**config.mk**
```make
export PLATFORM = sky130hd
export DESIGN_NAME = instr_fetch_unit
export DESIGN_NICKNAME = d
export VERILOG_FILES = /design/src/rtl/instr_fetch_unit.sv
export SDC_FILE = /design/constraint.sdc
export NUM_CORES = 1
export LEC_CHECK = 0
export ABC_AREA = 1
export CORE_MARGIN = 8
export CORE_UTILIZATION = 45
export CTS_CLUSTER_DIAMETER = 150
export DETAILED_ROUTE_END_ITERATION = 7
export PLACE_DENSITY = 0.63
export SYNTH_ARGS = -nofsm -noshare
export SYNTH_HDL_FRONTEND = slang
export SYNTH_SLANG_ARGS = --single-unit
```
**constraint.sdc**
```tcl
create_clock -name clk -period 15.3 [get_ports clk]
set_input_delay 4.59 -clock clk [delete_from_list [all_inputs] [get_ports clk]]
set_output_delay 4.59 -clock clk [all_outputs]
set_load 0.02 [all_outputs]
```
**src/rtl/instr_fetch_unit.sv**
```systemverilog
// Instruction fetch front end: issues INCR read bursts of 64-bit instruction pairs,
// buffers them in a pair queue for decode, and discards in-flight data after a redirect.
module instr_fetch_unit #(
    parameter logic [31:0] RESET_PC   = 32'h0000_0000,
    parameter int          BURST_LEN  = 4,
    parameter int          FIFO_DEPTH = 8
) (
    input  logic        clk,
    input  logic        rst_n,
    input  logic        redirect_valid,
    input  logic [31:0] redirect_pc,
    output logic        arvalid,
    output logic [31:0] araddr,
    output logic [1:0]  arburst,
    output logic [2:0]  arsize,
    output logic [7:0]  arlen,
    input  logic        arready,
    output logic        rready,
    input  logic        rvalid,
    input  logic [63:0] rdata,
    input  logic        rlast,
    input  logic [1:0]  rresp,
    output logic        fq_valid,
    input  logic        fq_ready,
    output logic [31:0] fq_pc,
    output logic [63:0] fq_instr,
    output logic [1:0]  fq_mask,
    output logic        fq_err,
    output logic        fetch_busy
);
    localparam int               PTR_W       = $clog2(FIFO_DEPTH);
    localparam int               CNT_W       = PTR_W + 1;
    localparam logic [31:0]      BURST_BYTES = 32'(BURST_LEN * 8);
    localparam logic [CNT_W-1:0] DEPTH_CNT   = CNT_W'(FIFO_DEPTH);
    localparam logic [CNT_W-1:0] BURST_CNT   = CNT_W'(BURST_LEN);

    typedef enum logic [1:0] {IDLE, AR_REQ, DATA, DRAIN} state_t;

    state_t           state_reg, state_next;
    logic [31:0]      fetch_pc_reg;
    logic [31:0]      araddr_reg;
    logic [31:0]      beat_addr_reg;
    logic             err_halt_reg;
    logic             drain_flag_reg;
    logic [PTR_W-1:0] wr_ptr_reg, rd_ptr_reg;
    logic [CNT_W-1:0] count_reg;

    logic [31:0] mem_pc    [FIFO_DEPTH];
    logic [63:0] mem_instr [FIFO_DEPTH];
    logic [1:0]  mem_mask  [FIFO_DEPTH];
    logic        mem_err   [FIFO_DEPTH];

    logic [CNT_W-1:0] free_entries;
    logic [31:0]      beat_next_addr;
    logic             beat_hs, push, pop, before_target;
    logic [1:0]       beat_mask;

    assign arburst      = 2'b01;
    assign arsize       = 3'b011;
    assign arlen        = 8'(BURST_LEN - 1);
    assign araddr       = araddr_reg;
    assign fetch_busy   = (state_reg != IDLE);

    assign free_entries   = DEPTH_CNT - count_reg;
    assign beat_hs        = rvalid && rready;
    assign beat_next_addr = beat_addr_reg + 32'd8;
    assign before_target  = (beat_next_addr <= fetch_pc_reg);
    assign beat_mask      = (fetch_pc_reg == beat_addr_reg + 32'd4) ? 2'b10 : 2'b11;
    // Anything handshaking in a redirect cycle belongs to the old stream.
    assign push = beat_hs && (state_reg == DATA) && !redirect_valid
                  && !err_halt_reg && !before_target;
    assign pop  = fq_valid && fq_ready && !redirect_valid;

    assign fq_valid = (count_reg != '0);
    assign fq_pc    = fq_valid ? mem_pc[rd_ptr_reg]    : '0;
    assign fq_instr = fq_valid ? mem_instr[rd_ptr_reg] : '0;
    assign fq_mask  = fq_valid ? mem_mask[rd_ptr_reg]  : '0;
    assign fq_err   = fq_valid ? mem_err[rd_ptr_reg]   : 1'b0;

    always_comb begin
        state_next = state_reg;
        arvalid    = 1'b0;
        rready     = 1'b0;
        case (state_reg)
            IDLE: begin
                // Whole burst is reserved up front so rready never has to stall.
                if (!err_halt_reg && !redirect_valid && free_entries >= BURST_CNT)
                    state_next = AR_REQ;
            end
            AR_REQ: begin
                arvalid = 1'b1;
                if (arready)
                    state_next = (drain_flag_reg || redirect_valid) ? DRAIN : DATA;
            end
            DATA: begin
                rready = 1'b1;
                if (rvalid && rlast)
                    state_next = IDLE;
                else if (redirect_valid)
                    state_next = DRAIN;
            end
            DRAIN: begin
                rready = 1'b1;
                if (rvalid && rlast)
                    state_next = IDLE;
            end
            default: state_next = IDLE;
        endcase
    end

    always_ff @(posedge clk) begin
        if (!rst_n) begin
            state_reg      <= IDLE;
            fetch_pc_reg   <= RESET_PC;
            araddr_reg     <= '0;
            beat_addr_reg  <= '0;
            err_halt_reg   <= 1'b0;
            drain_flag_reg <= 1'b0;
            wr_ptr_reg     <= '0;
            rd_ptr_reg     <= '0;
            count_reg      <= '0;
        end else begin
            state_reg <= state_next;

            if (state_reg == IDLE && state_next == AR_REQ)
                araddr_reg <= fetch_pc_reg & ~(BURST_BYTES - 32'd1);

            if (state_reg == AR_REQ && arready) begin
                beat_addr_reg  <= araddr_reg;
                drain_flag_reg <= 1'b0;
            end else begin
                if (state_reg == AR_REQ && redirect_valid)
                    drain_flag_reg <= 1'b1;
                if (beat_hs)
                    beat_addr_reg <= beat_next_addr;
            end

            if (redirect_valid) begin
                fetch_pc_reg <= redirect_pc & ~32'd3;
                err_halt_reg <= 1'b0;
                wr_ptr_reg   <= '0;
                rd_ptr_reg   <= '0;
                count_reg    <= '0;
            end else begin
                if (push) begin
                    fetch_pc_reg <= beat_next_addr;
                    wr_ptr_reg   <= wr_ptr_reg + PTR_W'(1);
                    if (rresp != 2'b00)
                        err_halt_reg <= 1'b1;
                end
                if (pop)
                    rd_ptr_reg <= rd_ptr_reg + PTR_W'(1);
                case ({push, pop})
                    2'b10:   count_reg <= count_reg + CNT_W'(1);
                    2'b01:   count_reg <= count_reg - CNT_W'(1);
                    default: count_reg <= count_reg;
                endcase
            end
        end
    end

    always_ff @(posedge clk) begin
        if (push) begin
            mem_pc[wr_ptr_reg]    <= beat_addr_reg;
            mem_instr[wr_ptr_reg] <= rdata;
            mem_mask[wr_ptr_reg]  <= beat_mask;
            mem_err[wr_ptr_reg]   <= (rresp != 2'b00);
        end
    end

endmodule

```
# ---- Word-level counts from Yosys, hierarchy flattened
# Memory sizes are Yosys's and may differ from the RTL's. A register that Yosys moved wholly into a read port is not among the register bits.
# Index checks and enable logic that the tools add are counted.
dict set report classes {
  n_bitwise 1
  n_reduce_logical 28
  eq_ne 7
  magnitude_cmp 2
  add_sub_neg 7
  muxes 29
}
# operator n
set op_table {}
lappend op_table {{$mux 32} 5}
lappend op_table {{$mux 64} 1}
lappend op_table {{$add 32x3->32 const B} 1}
lappend op_table {{$add 32x4->32 const B} 1}
lappend op_table {{$eq 32x32->1} 1}
lappend op_table {{$le 32x32->1} 1}
lappend op_table {{$mux 3} 8}
lappend op_table {{$logic_and 1x1->1} 13}
lappend op_table {{$mux 2} 6}
lappend op_table {{$reduce_bool 2->1} 5}
lappend op_table {{$pmux 2 s4} 1}
lappend op_table {{$pmux 4 s2} 1}
lappend op_table {{$mux 1} 7}
lappend op_table {{$add 3x1->3 const B} 2}
lappend op_table {{$eq 2x1->1 const B} 3}
lappend op_table {{$eq 2x2->1 const B} 3}
lappend op_table {{$reduce_or 2->1} 3}
lappend op_table {{$add 4x1->4 const B} 1}
lappend op_table {{$ge 4x3->1 const B} 1}
lappend op_table {{$reduce_bool 4->1} 1}
lappend op_table {{$sub 4x1->4 const B} 1}
lappend op_table {{$sub 4x4->4 const A} 1}
lappend op_table {{$logic_not 1->1} 3}
lappend op_table {{$logic_not 2->1} 1}
lappend op_table {{3 further kinds} 3}
dict set report totals {
  ramBits 784
  mem_count 4
  register_bits 105
  in_bits 105
}
# name words width rd rd_ports_with_merged_regs write_ports line
set memory_table {}
lappend memory_table {mem_instr 8 64 1 1 1 49} ;# logic [63:0] mem_instr [FIFO_DEPTH];
lappend memory_table {mem_pc 8 32 1 1 1 48} ;# logic [31:0] mem_pc [FIFO_DEPTH];
lappend memory_table {mem_err 8 1 1 1 1 51} ;# logic mem_err [FIFO_DEPTH];
lappend memory_table {mem_mask 8 1 1 1 1 50} ;# logic [1:0] mem_mask [FIFO_DEPTH];

# ---- Depth between registers and ports, before layout
dict set report logic_depth {
  depth_word 10
  ltp_mapped 28
  depth_no_buf 27
}

# ---- Worst setup path after synthesis
# No wires, ideal clock.
dict set report synth_path {
  path_type {input port to flip-flop}
  startpoint {input port rvalid}
  endpoint {memory mem_err[4] (enable)}
  required_ns 14.634
  stages 7
  arrival_ns 11.688
  slack_ns 2.947
  setup_time_ns 0.666
  cell_sequence {nand2_1 > inv_1 > nand3_1 > inv_2 > nand2_4 > or2_4 > nor3_1}
}
dict set report synth_via {
  elab_chain_len 7
}
# item line
set synth_rtl {}
lappend synth_rtl {{start, declared} 19} ;# input logic rvalid,
lappend synth_rtl {{$logic_and 1x1->1} 65} ;# assign beat_hs = rvalid && rready;
lappend synth_rtl {{$logic_and 1x1->1 (2 in a row)} 70} ;# assign push = beat_hs && (state_reg == DATA) && !redirect_valid
lappend synth_rtl {{$logic_and 1x1->1 (2 in a row)} 71} ;# && !err_halt_reg && !before_target;
lappend synth_rtl {{$mux 1} 163} ;# if (push) begin
lappend synth_rtl {{$mux 1 (implied by the code)} 167} ;# mem_err[wr_ptr_reg] <= (rresp != 2'b00);
lappend synth_rtl {{end, declared} 51}
# Every way passes these cells.

==> results.md <==
- Sequential fraction of the synthesis area: 0.6940
- Cts hold-fix bufs: 0
- Initial antenna violation count: 2
- RePlAce Congestion: 0.9051
- WS Path Type: reg2out
- Rel. slew slack: 0.1707
- Setup total negative slack: 0 ps
- Min Hold Slack: 455.9 ps
- # IOs: 253
- GRT Total Usage: 0.1998
- TritonRoute pass-1 iters: 5
- F_max: 104.4 MHz
- Synth area leaders: edfxtp_1 (64%), o21ai_0 (7.0%), nor2_1 (6.7%)
- Drt first-iter violations: 1639
- Core area: 0.07900 mm2
- Vias in the first global route: 23303
- Yosys top cell area share: 0.6365
- Initial core utilization: 0.4538
- DRC: 0
- Worst slew pin tran: 1244 ps
- Primary FF master, synth: edfxtp_1
- Die height: 298.3 um
- YS warnings: 0
- Reg2Reg Depth: 19
- TritonCTS Buffers: 91
- Final Hold Viols: 0
- Final Cycle Share: 0.6263
- P&R area growth vs syn: 16.66%
- Run status: finished, final reports clean
- Final HPWL DP: 50040 um
- Placed Instance Area: 0.03891 mm2
- Synth cell types: 44
- Switching share of power: 0.2088
- Final core utilization: 0.5294
- Fin. max-slew vios: 0
- Largest register FFs: 512
- Worst r2r src: beat_addr_reg[3]$_SDFFE_PN0N_
- Worst-skew pair later-pin latency: 640 ps
- Post-layout minimum cycle time: 9583 ps
- Die area: 0.08896 mm2
- Worst path required time: 10710 ps
- Hold Startpoint: drain_flag_reg$_SDFFE_PP0P_
- Vias: 24092
- Vias per inst: 5.386
- Gate Count Post-Synth: 3178
- Aggregate global routing overflow: 0
- Startpoint Class: flip-flop
- Share of cells above drive strength 1: 0.06462
- Post-cts repair resize count: 0
- CP max FO: 70
- Final ANT Viol Nets: 0
- Syn Area/Cell: 11.28 um2
- Yosys top cell by area: edfxtp_1
- Seq pwr share: 0.531
- Post-Route WL: 91490 um
- Top cells by count, synth: edfxtp_1 (760), nor2_1 (639), o21ai_0 (499)
- Chip Width: 298.3 um
- Final Skew: 28.24 ps
- Flops & latches, synth: 863
- First-pass GRT wire length: 139700 um
- Site row count: 103
- Cell Int Power: 3860 uW
- Share of synthesized flip-flops with an asynchronous set or reset: 0
- Postcts setup bufs: 0
- Clk buf depth: 3
- Endpoints failing setup: 0
- Mapped Area: 0.03585 mm2
- Reg-to-Reg End: mem_instr[0][3]$_DFFE_PP_
- TritonCTS clock tree: done
- Sink Count: 863
- Cell Pwr Density: 116.7 mW/mm2
- Worst Path Arrival: 4990 ps
- Worst Setup End Kind: primary output
- FF-to-FF setup slack: 8740 ps
- Peak supply drop: 0.08790 mV
- Max-cap viol count: 0
- RSZ-0062 raised after global routing: no
- Hold path cells: 2
- Design area: 0.04183 mm2
- Hold EP: drain_flag_reg$_SDFFE_PP0P_
- Clock power share: 0.434
- Static Leak: 0.01395 uW
- Largest net degree at the start of global routing: 233
- Port-buffer cells: 229
- Most frequent cell after synthesis: edfxtp_1
- Clock root cell: clkbuf_16
- Worst-path clk slew: 60 ps
- Final #Nets: 3483
- H-tree depth: 3
- Hold crit path type: reg2reg
- EDFF count, synth: 760
- Wire length per cell: 20.45 um
- Comb power frac: 0.035
- Switching pwr: 1019 uW
==> cell usage in the layout, fill, tap and decap left out, types with 9 or more instances in the layout <==
cell               n
clkinv_2          15
inv_1            147
nand3_1           66
buf_4             36
clkdlybuf4s50_1  229
nor3_1             9
clkbuf_1          21
nor2_2             9
o21ai_0          499
o21ai_1           18
conb_1            21
edfxtp_1         760
clkbuf_16         93
a21oi_1           77
ha_1              35
nor2_1           637
nand2_1          287
o22ai_1          109
a31oi_1          119
dfxtp_1          101
nand2_2            9
xor2_1            14
clkinv_1          24
==> cell families after synthesis <==
group           count (synthesis)  share of synthesized area
simple gates                 1044                     0.1160
flops                         863                     0.6941
compound gates                833                     0.1252
buf+inv                       372                    0.04415
fa+ha+maj                      35                    0.01221
xor+xnor                       27                   0.007643
other cells                     2                  0.0002095
mux                             2                  0.0005584
==> metal layers <==
layer  up-vias  GRT usage  wire length, um
li1      11577          -                -
met1     11703     0.2654            40020
met2       680     0.3345            43610
met3       132    0.03343             5488
met4         0    0.06276             2377
met5         -          0                0
==> worst max-delay path by stage <==
stage                   start                          to  slack, ps  depth (start not counted)
2_1_floorplan          rvalid        mem_err[4]$_DFFE_PP_       2950                          7
3_3_place_gp   redirect_valid  mem_instr[0][22]$_DFFE_PP_       6010                         10
3_5_place_dp   redirect_valid  mem_instr[0][22]$_DFFE_PP_       5950                         10
4_1_cts             flip-flop                      fq_err       5620                          8
5_1_grt             flip-flop                   fq_pc[17]       5460                          8
6_report            flip-flop                   fq_pc[17]       5720                          8
==> worst max-delay path, cell delays in order, from the launching register on <==
cell	delay (ps)
dfxtp_4	560
inv_6	490
buf_4	760
buf_4	840
o21ai_0	200
o22ai_1	160
o21ai_0	100
a31oi_1	450
clkdlybuf4s50_1	700
==> through the flow <==
step	power, uW	worst slack [ps]	std cells
final	4879	5717	4473
after global routing	5035	5460	4472
after CTS	4921	5622	4470
after detailed placement	2812	5951	4300
after global placement	2810	6012	4300
after floorplan	2722	2947	3197
==> final cells by class <==
type / count / area (um2)
diodes: 3 / 7.507
clock buffers: 118 / 2461
clock inverters: 52 / 445.4
fillers: 6754 / 37170
inverters: 159 / 615.6
multi-input cells: 1962 / 9508
flip-flops and latches: 863 / 24890
well taps: 1050 / 1314
repair buffers: 266 / 2582
==> power by group through the flow <==
stage	Clock, uW	Sequential (uW)	Combinational, uW
CTS	2160	2590	173
global placement	0	2640	170
finish	2120	2590	172
floorplan	0	2640	80.5
detailed placement	0	2640	172
global route	2250	2590	189
(Power assumes the default switching activity.)
